File: config.mk
export PLATFORM = sky130hd
export DESIGN_NAME = uart_rx_byte_fifo
export DESIGN_NICKNAME = d
export VERILOG_FILES = /design/src/rtl/uart_rx_byte_fifo.sv
export SDC_FILE = /design/constraint.sdc
export NUM_CORES = 1
export LEC_CHECK = 0
export ABC_CLOCK_PERIOD_IN_PS = 3800
export BUFFER_PORTS_ARGS = -buffer_cell sky130_fd_sc_hd__buf_2
export CORE_MARGIN = 2
export CORE_UTILIZATION = 50
export CTS_CLUSTER_DIAMETER = 30
export CTS_CLUSTER_SIZE = 14
export DETAILED_ROUTE_END_ITERATION = 16
export PLACE_DENSITY = 0.71
export SKIP_LAST_GASP = 1
export SLEW_MARGIN = 20
export SYNTH_ARGS = -nofsm -noshare
export SYNTH_HDL_FRONTEND = slang
export SYNTH_SLANG_ARGS = --single-unit
File: constraint.sdc
create_clock -name i_Clk -period 3.8 [get_ports i_Clk]
set_input_delay 0.19 -clock i_Clk [delete_from_list [all_inputs] [get_ports i_Clk]]
set_output_delay 0.19 -clock i_Clk [all_outputs]
set_load 0.05 [all_outputs]
File: src/rtl/uart_rx_byte_fifo.sv
// 8N1 UART receiver with mid-bit sampling and start-glitch rejection,
// feeding a first-word-fall-through byte FIFO on a valid/ready port.
module uart_rx_byte_fifo #(
    parameter int CLKS_PER_BIT = 868,
    parameter int FIFO_DEPTH   = 4
) (
    input  logic                             i_Clk,
    input  logic                             rst,
    input  logic                             i_UART_RX,
    output logic [7:0]                       o_Data,
    output logic                             o_Valid,
    input  logic                             i_Ready,
    output logic [$clog2(FIFO_DEPTH+1)-1:0]  o_Count,
    output logic                             o_Framing_Err,
    output logic                             o_Overflow
);

    localparam int CNT_W  = $clog2(CLKS_PER_BIT);
    localparam int PTR_W  = $clog2(FIFO_DEPTH);
    localparam int FCNT_W = $clog2(FIFO_DEPTH + 1);
    localparam logic [CNT_W-1:0]  HALF_M1 = CNT_W'(CLKS_PER_BIT / 2 - 1);
    localparam logic [CNT_W-1:0]  FULL_M1 = CNT_W'(CLKS_PER_BIT - 1);
    localparam logic [FCNT_W-1:0] DEPTH   = FCNT_W'(FIFO_DEPTH);

    typedef enum logic [1:0] {IDLE, START, DATA, STOP} state_t;

    logic             rx_meta_q, rx_s_q;
    state_t           state_q, state_d;
    logic [CNT_W-1:0] clk_cnt_q, clk_cnt_d;
    logic [2:0]       bit_idx_q, bit_idx_d;
    logic [7:0]       shift_q, shift_d;
    logic             push, fe_d;

    logic [7:0]        mem_q [FIFO_DEPTH];
    logic [PTR_W-1:0]  wr_ptr_q, rd_ptr_q;
    logic [FCNT_W-1:0] count_q;
    logic              fe_q, ovf_q;
    logic              pop, full, wr_en, ovf_d;

    always_ff @(posedge i_Clk) begin
        if (!rst) begin
            rx_meta_q <= 1'b1;
            rx_s_q    <= 1'b1;
            state_q   <= IDLE;
            clk_cnt_q <= '0;
            bit_idx_q <= '0;
            shift_q   <= '0;
        end else begin
            rx_meta_q <= i_UART_RX;
            rx_s_q    <= rx_meta_q;
            state_q   <= state_d;
            clk_cnt_q <= clk_cnt_d;
            bit_idx_q <= bit_idx_d;
            shift_q   <= shift_d;
        end
    end

    always_comb begin
        state_d   = state_q;
        clk_cnt_d = clk_cnt_q;
        bit_idx_d = bit_idx_q;
        shift_d   = shift_q;
        push      = 1'b0;
        fe_d      = 1'b0;
        unique case (state_q)
            IDLE: begin
                clk_cnt_d = '0;
                if (!rx_s_q) state_d = START;
            end
            START: begin
                if (clk_cnt_q == HALF_M1) begin
                    clk_cnt_d = '0;
                    bit_idx_d = '0;
                    state_d   = rx_s_q ? IDLE : DATA;
                end else begin
                    clk_cnt_d = clk_cnt_q + 1'b1;
                end
            end
            DATA: begin
                if (clk_cnt_q == FULL_M1) begin
                    clk_cnt_d          = '0;
                    shift_d[bit_idx_q] = rx_s_q;
                    bit_idx_d          = bit_idx_q + 3'd1;
                    if (bit_idx_q == 3'd7) state_d = STOP;
                end else begin
                    clk_cnt_d = clk_cnt_q + 1'b1;
                end
            end
            STOP: begin
                // Leave at mid stop bit so a back-to-back start edge is seen
                if (clk_cnt_q == FULL_M1) begin
                    clk_cnt_d = '0;
                    state_d   = IDLE;
                    push      = rx_s_q;
                    fe_d      = !rx_s_q;
                end else begin
                    clk_cnt_d = clk_cnt_q + 1'b1;
                end
            end
            default: state_d = IDLE;
        endcase
    end

    assign full  = (count_q == DEPTH);
    assign pop   = o_Valid && i_Ready;
    assign wr_en = push && (!full || pop);
    assign ovf_d = push && full && !pop;

    always_ff @(posedge i_Clk) begin
        if (!rst) begin
            wr_ptr_q <= '0;
            rd_ptr_q <= '0;
            count_q  <= '0;
            fe_q     <= 1'b0;
            ovf_q    <= 1'b0;
        end else begin
            fe_q  <= fe_d;
            ovf_q <= ovf_d;
            if (wr_en) wr_ptr_q <= wr_ptr_q + 1'b1;
            if (pop)   rd_ptr_q <= rd_ptr_q + 1'b1;
            unique case ({wr_en, pop})
                2'b10:   count_q <= count_q + 1'b1;
                2'b01:   count_q <= count_q - 1'b1;
                default: count_q <= count_q;
            endcase
        end
    end

    always_ff @(posedge i_Clk) begin
        if (wr_en) mem_q[wr_ptr_q] <= shift_q;
    end

    assign o_Valid       = (count_q != '0);
    assign o_Data        = o_Valid ? mem_q[rd_ptr_q] : 8'h00;
    assign o_Count       = count_q;
    assign o_Framing_Err = fe_q;
    assign o_Overflow    = ovf_q;

endmodule

* Word-level counts from Yosys, hierarchy flattened *
Memory sizes are Yosys's and may differ from the RTL's. A register that Yosys moved wholly into a read port is not among the register bits.
Index checks and enable logic that the tools add are counted.

storage, ports and cells
  logic and storage cells = 76
  bits in writable memories = 32
  memories kept = 1
  output and inout bits = 14
  register bits after elaboration = 34
  bits of input ports = 4

memories
  name   words  width  rd ports  clocked after memory_dff  write ports  line  source
  mem_q  4      8      1         1                         1            34    logic [7:0] mem_q [FIFO_DEPTH];

cells by class
  multiplexer cells = 24
  $lt $le $gt $ge = 2
  eq/ne operators = 14
  reductions and logical operators = 18
  $add $sub $neg = 6

operators with widths
  cell                     number
  $pmux W10 S3             1
  $mux W10                 2
  $mux W2                  8
  $pmux W3 S2              2
  $add A10 B1 Y10 const B  1
  $eq A10 B10 Y1 const B   1
  $eq A10 B9 Y1 const B    1
  $ne A2 B2 Y1 const B     5
  $bwmux W8                1
  $mux W8                  1
  $pmux W2 S4              1
  $add A3 B1 Y3 const B    2
  $eq A2 B2 Y1 const B     3
  $eq A3 B3 Y1 const B     2
  $mux W3                  2
  $reduce_and A3 Y1        2
  $logic_and A1 B1 Y1      5
  $mux W1                  5
  $reduce_and A5 Y1        1
  $add A2 B1 Y2 const B    2
  $eq A2 B1 Y1 const B     2
  $lt A3 B4 Y1 const B     1
  $reduce_bool A2 Y1       2
  $demux W1 S3             1
  other kinds (8)          10

* Longest topological paths before layout *
  depth after elaboration = 6
  mapped depth = 8
  mapped depth without buffers = 8

* Worst setup path before layout *
OpenSTA, ideal clock, no wires.

  kind = reg-to-reg
  start point = reg clk_cnt_q[0]
  end point = reg count_q[1], in the netlist o_Count[1]
  stages on the path, launching flop included = 9
  arrival = 2.206 ns
  path buffers = 0
  slack = 1.466 ns
  setup time = 0.128 ns
  cell sequence = dfxtp_1 ha_1 nand4bb_4 nor4_4 nor2_1 fa_1 and3_1 o21ai_0 o211ai_1

between the ends
  longest elaborated chain between the ends = 6
  elaborated cells between the ends (all ways) = 8
  classes of those cells = eq/ne (3); mux (3); reduce/logical (2)

ends and longest elaborated chain
  what                                                      line  source
  from (decl)                                               29    logic [CNT_W-1:0] clk_cnt_q, clk_cnt_d;
  from (signal assigned)                                    52    clk_cnt_q <= clk_cnt_d;
  $eq A10 B10 Y1 *                                          91    if (clk_cnt_q == FULL_M1) begin
  $mux W1 *                                                 91
  $mux W1 *                                                 65    unique case (state_q)
  $logic_and A1 B1 Y1 *                                     106   assign wr_en = push && (!full || pop);
  $eq A2 B1 Y1 / $eq A2 B2 Y1 (equally long branches)       121   unique case ({wr_en, pop})
  $pmux W3 S2 / $reduce_bool A2 Y1 (equally long branches)  n/a
  to (signal assigned)                                      122   2'b10: count_q <= count_q + 1'b1;
  to (signal assigned)                                      123   2'b01: count_q <= count_q - 1'b1;
  to (signal assigned)                                      124   default: count_q <= count_q;
  to (decl)                                                 36    logic [FCNT_W-1:0] count_q;

Mark *: on every way between the ends. The rest lies on a longest branch, timed or not.
A chain may end at the register's enable or synchronous reset.

* Worst setup path after layout *
Same ends and word-level chain as after synthesis.

==> results.toml <==
[logic_synthesis]
syn_avg_cell_area_um2 = 12.1
ys_types = 48
netlist_area_mm2 = 0.00306
ys_ff_latch = 68
synth_nets = 266
synth_edf_count = 32
async_flop_share = 0
synthCells = 253
yosysSeqAreaShare = 0.550
ys_warn_count = 0
ys.flop_type = "dfxtp_1"

[status]
status = "complete, no violations"

[route]
drt_iter0_markers = 96
wire_per_inst_um = 14.1
finalWirelength_um = 4970
ant_nets = 0
via_per_inst = 5.50
drc = 0
vias = 1936
firstDrtPassIters = 4

[floorplanning]
fp.dieW_um = 82.2
start_util = 0.516
die_area_mm2 = 0.00676
io_pins = 18
core-area_mm2 = 0.00592
chipHeight_um = 82.2
num_rows = 28

[final_layout]
multiInputGateArea_mm2 = 0.00130
drive_above_1_share = 0.181
fin_nets = 285
seq_area_mm2 = 0.00168
syn2layout_area_growth_pct = 11.9
n_fill_cell = 489
diodes = 0
final_util = 0.578

[global_routing]
grt_start_max_net_pins = 28
grt_usage = 0.165
grt_pass1_vias = 1787
grt_antenna_before_repair = 0
grt_pass1_wl_um = 8260
overflow = 0

[power]
worst_ir_drop_vdd_mv = 0.233
leakage_nw = 1.32
power_density_mw_per_mm2 = 417

[timing]
hold_viol = 0
fin_skew_ns = 0.00672
max_freq_mhz = 386
relSlewSlack = 0.513
timing.final.max_slew_violations = 0
tightest_slew_ns = 0.724
finalCritPeriodShare = 0.682
rsz0062_at_grt = "no"
finalSetupTns_ns = 0
setup_viol = 0
layout_setup_ws_ns = 1.21
period_needed_ns = 2.59

[critical_path]
critPathRequiredTime_ns = 4.02
crit_path_max_fanout = 10
critPathBufInv = 0
max_stage_delay_ns = 0.55
rrSetupSlack_ns = 1.21
crit_type = "reg -> reg"
cp_slowest_cell = "nor4_4"
end_kind = "register"
critPathLaunchType = "register"
crit_family = "simple AND/OR/NAND/NOR gates"
arrival_ns = 2.81
crit_path_cell_trace = "ha_1 -> nand4bb_4 -> nor4_4 -> nor2_1 -> fa_1 -> and3_1 -> o21ai_0 -> o211ai_1"

[clock_network]
ctsResizeCount = 0
post_cts_buffers = 0
clkTransAtPathRegs_ns = 0.07
clock-root-buffer = "clkbuf_8"
cts_buffers = 9
htreeDepth = 3
cts_max_path_buffers = 2
clkLatencyLatePin_ns = 0.34
cts.sinks = 68
cts_tree = "yes"
cts_hold_buffers = 0

[place]
io_buffers = 17
gp_congestion = 0.826
dpl.hpwl_um = 3500
dp_slack_ns = 1.20

[job]
maxCapViolCount = 0

[worst_hold_path]
min_path_type = "in -> reg"
==> worst paths after layout <==
kind | start | end | cells past startpoint
setup / recovery | clk_cnt_q[0] | o_Count[1] | 8
hold / removal | i_UART_RX | rx_meta_q | 2
setup reg to reg | clk_cnt_q[0] | o_Count[1] | 8
hold reg to reg | rx_meta_q | rx_s_q | 1
==> synthesized netlist by cell type (2+ instances only) <==
library cell   n  area share
nand2_1       19       0.023
xnor2_1        5       0.014
nand3_1       13       0.021
o311ai_0       2      0.0057
mux2i_1       12       0.039
a21oi_1        5      0.0082
and2_1         2      0.0041
or3_1          2      0.0041
o31ai_1        2      0.0049
clkbuf_1       7      0.0086
buf_2          2      0.0033
and3_1         8       0.016
mux4_2         8       0.059
nor2_1        19       0.023
xor2_1         5       0.014
inv_1          6      0.0074
nor3_1         6      0.0098
nor4b_1        2      0.0057
ha_1           8       0.033
nand4_1        6       0.012
nor2b_1       10       0.020
or4_1          2      0.0049
nor4_1         3      0.0061
dfxtp_1       36        0.24
nand2b_1       5       0.010
o211ai_1       2      0.0049
o21ai_0        3      0.0049
edfxtp_1      32        0.31
nand4bb_4      2       0.018
==> cells by family (layout without fill, tap and decap cells) <==
family                   Yosys count  in the layout  share of synthesized area
XOR/XNOR                          10             10                     0.0286
adder cells (fa/ha/maj)            9              9                     0.0393
flip-flops                        68             68                      0.550
AO/OA/AOI/OAI                     22             22                     0.0503
buffers and inverters             17             41                     0.0241
AND/OR/NAND/NOR                  107            107                      0.209
multiplexers                      20             20                     0.0982
==> sequential cells by signal, summed over array words and instances (netlist names), 2 cells and up, named ones only <==
signal and count:
bit_idx_q 3, clk_cnt_q 10, mem_q 32, o_Count 3
rd_ptr_q 2, shift_q 8, wr_ptr_q 2
==> worst reg2reg max path, stage by stage, from the launching register on <==
cell and delay, ns:
dfxtp_1 0.40, ha_1 0.34, nand4bb_4 0.18, nor4_4 0.55, nor2_1 0.13, fa_1 0.47, and3_1 0.16, o21ai_0 0.14
o211ai_1 0.10
==> layout by cell type (no fill, tap or decap), types with 8 or more instances in the layout <==
cell type | netlist | layout
dfxtp_1 | 36 | 36
edfxtp_1 | 32 | 32
nand2_1 | 19 | 19
nor2_1 | 19 | 19
buf_2 | 2 | 17
nand3_1 | 13 | 13
mux2i_1 | 12 | 12
nor2b_1 | 10 | 10
clkbuf_8 | 0 | 10
mux4_2 | 8 | 8
and3_1 | 8 | 8
ha_1 | 8 | 8
==> where the power goes <==
| group | internal [mW] | switching (mW) |
|---|---|---|
| Sequential | 0.761 | 0.00219 |
| Combinational | 0.00444 | 0.0110 |
| Clock | 0.387 | 0.263 |
| Total | 1.15 | 0.276 |
==> layout make-up <==
cell class | count | share of cell area
clock buffer | 10 | 0.0402
sequential | 68 | 0.491
timing repair buffer | 18 | 0.0271
tap | 75 | 0.0274
inverter | 7 | 0.00768
clock inverter | 6 | 0.0256
multi-input combinational | 168 | 0.381
==> metal layers <==
metal	vias to the layer above	track usage	wire length (um)
li1	979	-	-
met1	921	0.214	2320
met2	27	0.258	2420
met3	9	0.0424	128
met4	0	0.0817	93
met5	-	0	0
==> through the flow <==
stage          hold slack, ns  std cells  power [mW]  instance area, um2
4_1_cts                0.0176        352        1.45                3420
6_report               0.0321        352        1.43                3420
3_3_place_gp            0.374        336       0.795                3200
3_5_place_dp            0.377        336       0.795                3200
5_1_grt                0.0341        352        1.48                3420
2_1_floorplan           0.291        253       0.790                3060
No activity file was read; power rests on OpenSTA's default activity.
